--- src/rtl/uart_tx_cfg_if.sv ---
// Producer-side handshake and line signals for uart_tx_cfg.
// The producer uses the master modport and the transmitter uses the slave modport.
interface uart_tx_cfg_if #(
  parameter int DATA_BITS = 8
);
  logic                 tx_dv;
  logic [DATA_BITS-1:0] tx_byte;
  logic                 tx_ready;
  logic                 tx_active;
  logic                 tx_serial;
  logic                 tx_done;

  modport master (
    output tx_dv, tx_byte,
    input  tx_ready, tx_active, tx_serial, tx_done
  );

  modport slave (
    input  tx_dv, tx_byte,
    output tx_ready, tx_active, tx_serial, tx_done
  );
endinterface

--- src/rtl/uart_tx_cfg.sv ---
// UART transmitter with an elaboration-time frame format and a one-word holding register.
// The holding register lets the next frame follow the current one with no idle gap.
module uart_tx_cfg #(
  parameter int CLKS_PER_BIT = 8700,
  parameter int DATA_BITS    = 8,
  parameter int PARITY       = 0,
  parameter int STOP_BITS    = 1
) (
  input  logic         i_clock,
  input  logic         i_reset_n,
  uart_tx_cfg_if.slave tx
);
  localparam int CNT_W = (CLKS_PER_BIT > 2) ? $clog2(CLKS_PER_BIT) : 1;
  localparam int IDX_W = $clog2(DATA_BITS);

  typedef enum logic [2:0] {IDLE, START, DATA, PAR, STOP} state_t;

  state_t               state;
  logic [CNT_W-1:0]     clk_cnt;
  logic [IDX_W-1:0]     bit_idx;
  logic [DATA_BITS-1:0] shifter;
  logic [DATA_BITS-1:0] hold;
  logic                 full;
  logic                 serial_q;
  logic                 active_q;
  logic                 done_pre;
  logic                 done_q;
  logic                 bit_end;
  logic                 par_bit;

  assign bit_end = (clk_cnt == CNT_W'(CLKS_PER_BIT - 1));
  assign par_bit = (PARITY == 1) ? ~(^shifter) : (^shifter);

  assign tx.tx_ready  = !full;
  assign tx.tx_active = active_q;
  assign tx.tx_serial = serial_q;
  assign tx.tx_done   = done_q;

  // Line outputs are registered from the current state, so the line trails the
  // state by one cycle; done_pre adds one more stage so the pulse lands in the
  // cycle after the last stop-bit cycle seen on the line.
  always_ff @(posedge i_clock) begin
    if (!i_reset_n) begin
      state    <= IDLE;
      clk_cnt  <= '0;
      bit_idx  <= '0;
      shifter  <= '0;
      hold     <= '0;
      full     <= 1'b0;
      serial_q <= 1'b1;
      active_q <= 1'b0;
      done_pre <= 1'b0;
      done_q   <= 1'b0;
    end else begin
      done_pre <= 1'b0;
      done_q   <= done_pre;
      active_q <= (state != IDLE);

      unique case (state)
        IDLE:    serial_q <= 1'b1;
        START:   serial_q <= 1'b0;
        DATA:    serial_q <= shifter[bit_idx];
        PAR:     serial_q <= par_bit;
        STOP:    serial_q <= 1'b1;
        default: serial_q <= 1'b1;
      endcase

      if (tx.tx_dv && !full) begin
        hold <= tx.tx_byte;
        full <= 1'b1;
      end

      unique case (state)
        IDLE: begin
          clk_cnt <= '0;
          bit_idx <= '0;
          if (full) begin
            shifter <= hold;
            full    <= 1'b0;
            state   <= START;
          end
        end

        START: begin
          if (bit_end) begin
            clk_cnt <= '0;
            bit_idx <= '0;
            state   <= DATA;
          end else begin
            clk_cnt <= clk_cnt + 1'b1;
          end
        end

        DATA: begin
          if (bit_end) begin
            clk_cnt <= '0;
            if (bit_idx == IDX_W'(DATA_BITS - 1)) begin
              bit_idx <= '0;
              state   <= (PARITY != 0) ? PAR : STOP;
            end else begin
              bit_idx <= bit_idx + 1'b1;
            end
          end else begin
            clk_cnt <= clk_cnt + 1'b1;
          end
        end

        PAR: begin
          if (bit_end) begin
            clk_cnt <= '0;
            bit_idx <= '0;
            state   <= STOP;
          end else begin
            clk_cnt <= clk_cnt + 1'b1;
          end
        end

        STOP: begin
          if (bit_end) begin
            clk_cnt <= '0;
            if (bit_idx == IDX_W'(STOP_BITS - 1)) begin
              bit_idx  <= '0;
              done_pre <= 1'b1;
              if (full) begin
                shifter <= hold;
                full    <= 1'b0;
                state   <= START;
              end else begin
                state   <= IDLE;
              end
            end else begin
              bit_idx <= bit_idx + 1'b1;
            end
          end else begin
            clk_cnt <= clk_cnt + 1'b1;
          end
        end

        default: state <= IDLE;
      endcase
    end
  end
endmodule

--- src/flat_wrapper.sv ---
// flat-port wrapper written by rule: the top's interface ports become plain ports
module uart_tx_cfg_flat 
#(
  parameter int CLKS_PER_BIT = 8700,
  parameter int DATA_BITS    = 8,
  parameter int PARITY       = 0,
  parameter int STOP_BITS    = 1
)
  (i_clock, i_reset_n, tx_tx_dv, tx_tx_byte, tx_tx_ready, tx_tx_active, tx_tx_serial, tx_tx_done);
  uart_tx_cfg_if #(.DATA_BITS(DATA_BITS)) tx_i ();
  input  logic i_clock;
  input  logic i_reset_n;
  input wire logic [$bits(tx_i.tx_dv)-1:0] tx_tx_dv;
  input wire logic [$bits(tx_i.tx_byte)-1:0] tx_tx_byte;
  output wire logic [$bits(tx_i.tx_ready)-1:0] tx_tx_ready;
  output wire logic [$bits(tx_i.tx_active)-1:0] tx_tx_active;
  output wire logic [$bits(tx_i.tx_serial)-1:0] tx_tx_serial;
  output wire logic [$bits(tx_i.tx_done)-1:0] tx_tx_done;
  assign tx_i.tx_dv = tx_tx_dv;
  assign tx_i.tx_byte = tx_tx_byte;
  assign tx_tx_ready = tx_i.tx_ready;
  assign tx_tx_active = tx_i.tx_active;
  assign tx_tx_serial = tx_i.tx_serial;
  assign tx_tx_done = tx_i.tx_done;
  uart_tx_cfg #(.CLKS_PER_BIT(CLKS_PER_BIT), .DATA_BITS(DATA_BITS), .PARITY(PARITY), .STOP_BITS(STOP_BITS)) u_core (.i_clock(i_clock), .i_reset_n(i_reset_n), .tx(tx_i));
endmodule
--- config.mk ---
export PLATFORM = sky130hd
export DESIGN_NAME = uart_tx_cfg_flat
export DESIGN_NICKNAME = d
export VERILOG_FILES = /design/src/rtl/uart_tx_cfg_if.sv /design/src/rtl/uart_tx_cfg.sv /design/src/flat_wrapper.sv
export SDC_FILE = /design/constraint.sdc
export NUM_CORES = 1
export LEC_CHECK = 0
export ABC_AREA = 0
export BUFFER_PORTS_ARGS = -buffer_cell sky130_fd_sc_hd__buf_2
export CELL_PAD_IN_SITES_DETAIL_PLACEMENT = 1
export CELL_PAD_IN_SITES_GLOBAL_PLACEMENT = 1
export CORE_UTILIZATION = 49
export DETAILED_ROUTE_END_ITERATION = 10
export GPL_TIMING_DRIVEN = 0
export PLACE_DENSITY_LB_ADDON = 0.25
export SYNTH_ARGS = -nofsm -noshare
export SYNTH_HDL_FRONTEND = slang
export SYNTH_SLANG_ARGS = --single-unit
export TNS_END_PERCENT = 10
--- constraint.sdc ---
create_clock -name i_clock -period 2.95 [get_ports i_clock]
set_clock_uncertainty 0.1 [all_clocks]
set_input_delay 0.4425 -clock i_clock [delete_from_list [all_inputs] [get_ports i_clock]]
set_output_delay 0.4425 -clock i_clock [all_outputs]
set_load 0.02 [all_outputs]
==> impl_metrics.py <==
metrics = {
    "outcome": {
        "status": "completed",
    },
    "cts": {
        "cts_setup_buffers": 0,
        "clk_latency_ns": 0.30,
        "root_buffer": "clkbuf_8",
        "cts_buffer_depth": 2,
        "path_clk_slew_ns": 0.09,
        "cts_made_buffers": 5,
        "ctsHoldBuffers": 0,
        "cts-htree-levels": 2,
        "cts_tree": "yes",
        "cts_resized": 0,
        "cts_num_sinks": 41,
    },
    "critical_path": {
        "path_class": "flop to flop",
        "worst_setup_path_end_kind": "flop",
        "start_kind": "flop",
        "cp_max_fo": 10,
        "crit_required_ns": 3.07,
        "crit_arrival_ns": 2.21,
    },
    "synth": {
        "avgSynthCellArea_um2": 8.49,
        "yosysSeqAreaShare": 0.350,
        "yosysMostFrequentCell": "dfxtp_1",
        "synth.area.top_cells": "dfxtp_1, nand2_1, a31oi_1, o211ai_1, nand3_1",
        "synthTopCellsByCount": "dfxtp_1, nand2_1, a31oi_1, nand3_1, clkbuf_1",
        "syn_area_um2": 2340,
        "synthFlopType": "dfxtp_1",
        "yosysTopAreaCell": "dfxtp_1",
        "synth_cells": 276,
        "synth-edff-count": 0,
        "synthArstFlopShare": 0,
        "synth_nets": 291,
        "ys_ff_latch": 41,
        "ys_types": 48,
        "synth_top_area_share": 0.350,
        "ys_warn_count": 0,
    },
    "detailed_routing": {
        "ant_nets": 0,
        "route.detailed.drc": 0,
        "drt_wl_total_um": 6680,
        "drt_iter0_markers": 170,
        "via_per_inst": 6.64,
        "drtPass1Iterations": 4,
        "vias": 2318,
        "wire_per_inst_um": 19.1,
    },
    "layout": {
        "syn_to_final_growth_pct": 9.88,
        "antenna_cells": 0,
        "final_layout_size_suffix_gt1_frac": 0.135,
        "nets": 311,
    },
    "grt": {
        "grt_max_degree": 13,
        "overflow": 0,
        "grt_pass1_wl_um": 11300,
        "track_usage": 0.285,
        "grt_pass1_vias": 2309,
        "antenna_found_initial": 0,
    },
    "timing": {
        "setup_viol": 0,
        "fmax_mhz": 479,
        "rsz0062_at_grt": "false",
        "max_slew_margin": 0.579,
        "hold_violations": 0,
        "period_minus_slack_ns": 2.09,
        "slew_viol_final": 0,
        "fin_setup_tns_ns": 0,
        "worst_slew_pin_slew_ns": 0.629,
        "finalCritPeriodShare": 0.707,
        "hold-worst-slack_ns": 0.278,
    },
    "die": {
        "floorplan.initialDensity": 0.524,
        "die_w_um": 71.2,
        "die_area_um2": 5060,
        "ios": 15,
        "rows": 24,
        "core_area_um2": 4470,
        "die_y_um": 71.2,
    },
    "place": {
        "routabilityCongestion": 0.785,
        "dp_hpwl_um": 4780,
        "port_buffers": 13,
    },
    "pwr": {
        "power_density_nw_per_um2": 464,
        "cellLeakagePower_nw": 0.918,
        "ir_worst_vdd_uv": 329,
    },
    "min_path": {
        "hp-class": "input port to flop",
    },
    "run": {
        "cap_violations": 0,
    },
}
final cells by class:
| class | count | area, um2 |
|---|---|---|
| plain buffers | 25 | 103 |
| clock buffers | 7 | 96.3 |
| clock inverters | 1 | 5.00 |
| fillers | 536 | 1900 |
| inverters | 7 | 26.3 |
| multi-input cells | 203 | 1390 |
| flip-flops and latches | 41 | 821 |
| well taps | 52 | 65.1 |
| repair buffers | 13 | 65.1 |
layer usage:
metal  share of wire  wire length (um)  GRT usage
met1            0.46              3090      0.403
met2            0.45              3020      0.449
met3           0.076               511     0.0556
met4          0.0085                57     0.0667
met5               0                 0          0
registers in the layout (all words and copies together), names as in the netlist:
signal               cells
u_core.done_pre          1
u_core.tx.tx_active      1
u_core.tx.tx_serial      1
u_core.bit_idx           3
u_core.tx.tx_done        1
u_core.clk_cnt          14
u_core.shifter           8
u_core.full              1
u_core.state             3
u_core.hold              8
critical path, stage by stage, from the launching register on:
cell,delay [ns]
dfxtp_1,0.34
clkbuf_1,0.38
clkbuf_1,0.41
clkbuf_1,0.45
o21ai_0,0.17
a21oi_1,0.16
kinds of logic (layout without fill, tap and decap cells):
group / count (synthesis) / count (layout) / share of synthesized area
and+or+nand+nor: 111 / 111 / 0.289
buffers and inverters: 32 / 53 / 0.0550
DFF: 41 / 41 / 0.350
AOI/OAI and AO/OA: 72 / 72 / 0.209
muxes: 7 / 7 / 0.0406
adders and majority gates: 5 / 5 / 0.0262
xor gates and xnor gates: 8 / 8 / 0.0299
power by group:
group	internal [mW]	total, mW	switching, mW	leakage [nW]
sequential	0.574	0.592	0.0186	0.333
clock	0.212	0.416	0.205	0.0542
combinational	0.0666	0.187	0.120	0.531
total	0.852	1.20	0.343	0.918
worst paths after layout:
kind / slack [ns] / cells after the start / end / startpoint
setup / recovery: 0.86 / 5 / u_core.full / u_core.state[2]
hold reg to reg: 0.34 / 1 / u_core.tx.tx_done / u_core.done_pre
setup reg to reg: 0.86 / 5 / u_core.full / u_core.state[2]
hold / removal: 0.28 / 3 / u_core.hold[4] / tx_tx_byte[4]
cell usage in the layout, fill, tap and decap left out, drive strengths merged, types with 3 or more instances in the layout:
| cell | synthesis | final |
|---|---|---|
| clkbuf | 16 | 23 |
| nand4 | 12 | 12 |
| a31oi | 17 | 17 |
| and4b | 8 | 8 |
| and4 | 6 | 6 |
| a21oi | 14 | 14 |
| dfxtp | 41 | 41 |
| and2 | 3 | 3 |
| o21ai | 6 | 6 |
| mux2i | 5 | 5 |
| and3 | 3 | 3 |
| nand3 | 17 | 17 |
| nand2b | 4 | 4 |
| nor3 | 3 | 3 |
| nand2 | 35 | 35 |
| o2111ai | 9 | 9 |
| nor2 | 7 | 7 |
| xnor2 | 6 | 6 |
| buf | 9 | 22 |
| o211ai | 14 | 14 |
| ha | 4 | 4 |
| inv | 7 | 7 |
metrics by stage:
step	cells	power, mW	instance area [um2]	util	setup WS [ns]
after detailed placement	341	0.787	2470	0.553	0.740
final	349	1.20	2570	0.576	0.864
after CTS	349	1.20	2570	0.576	0.898
after global routing	349	1.25	2570	0.576	0.685
after floorplan	276	0.731	2340	-	1.22
after global placement	341	0.781	2470	0.553	0.818
(Power assumes the default switching activity.)
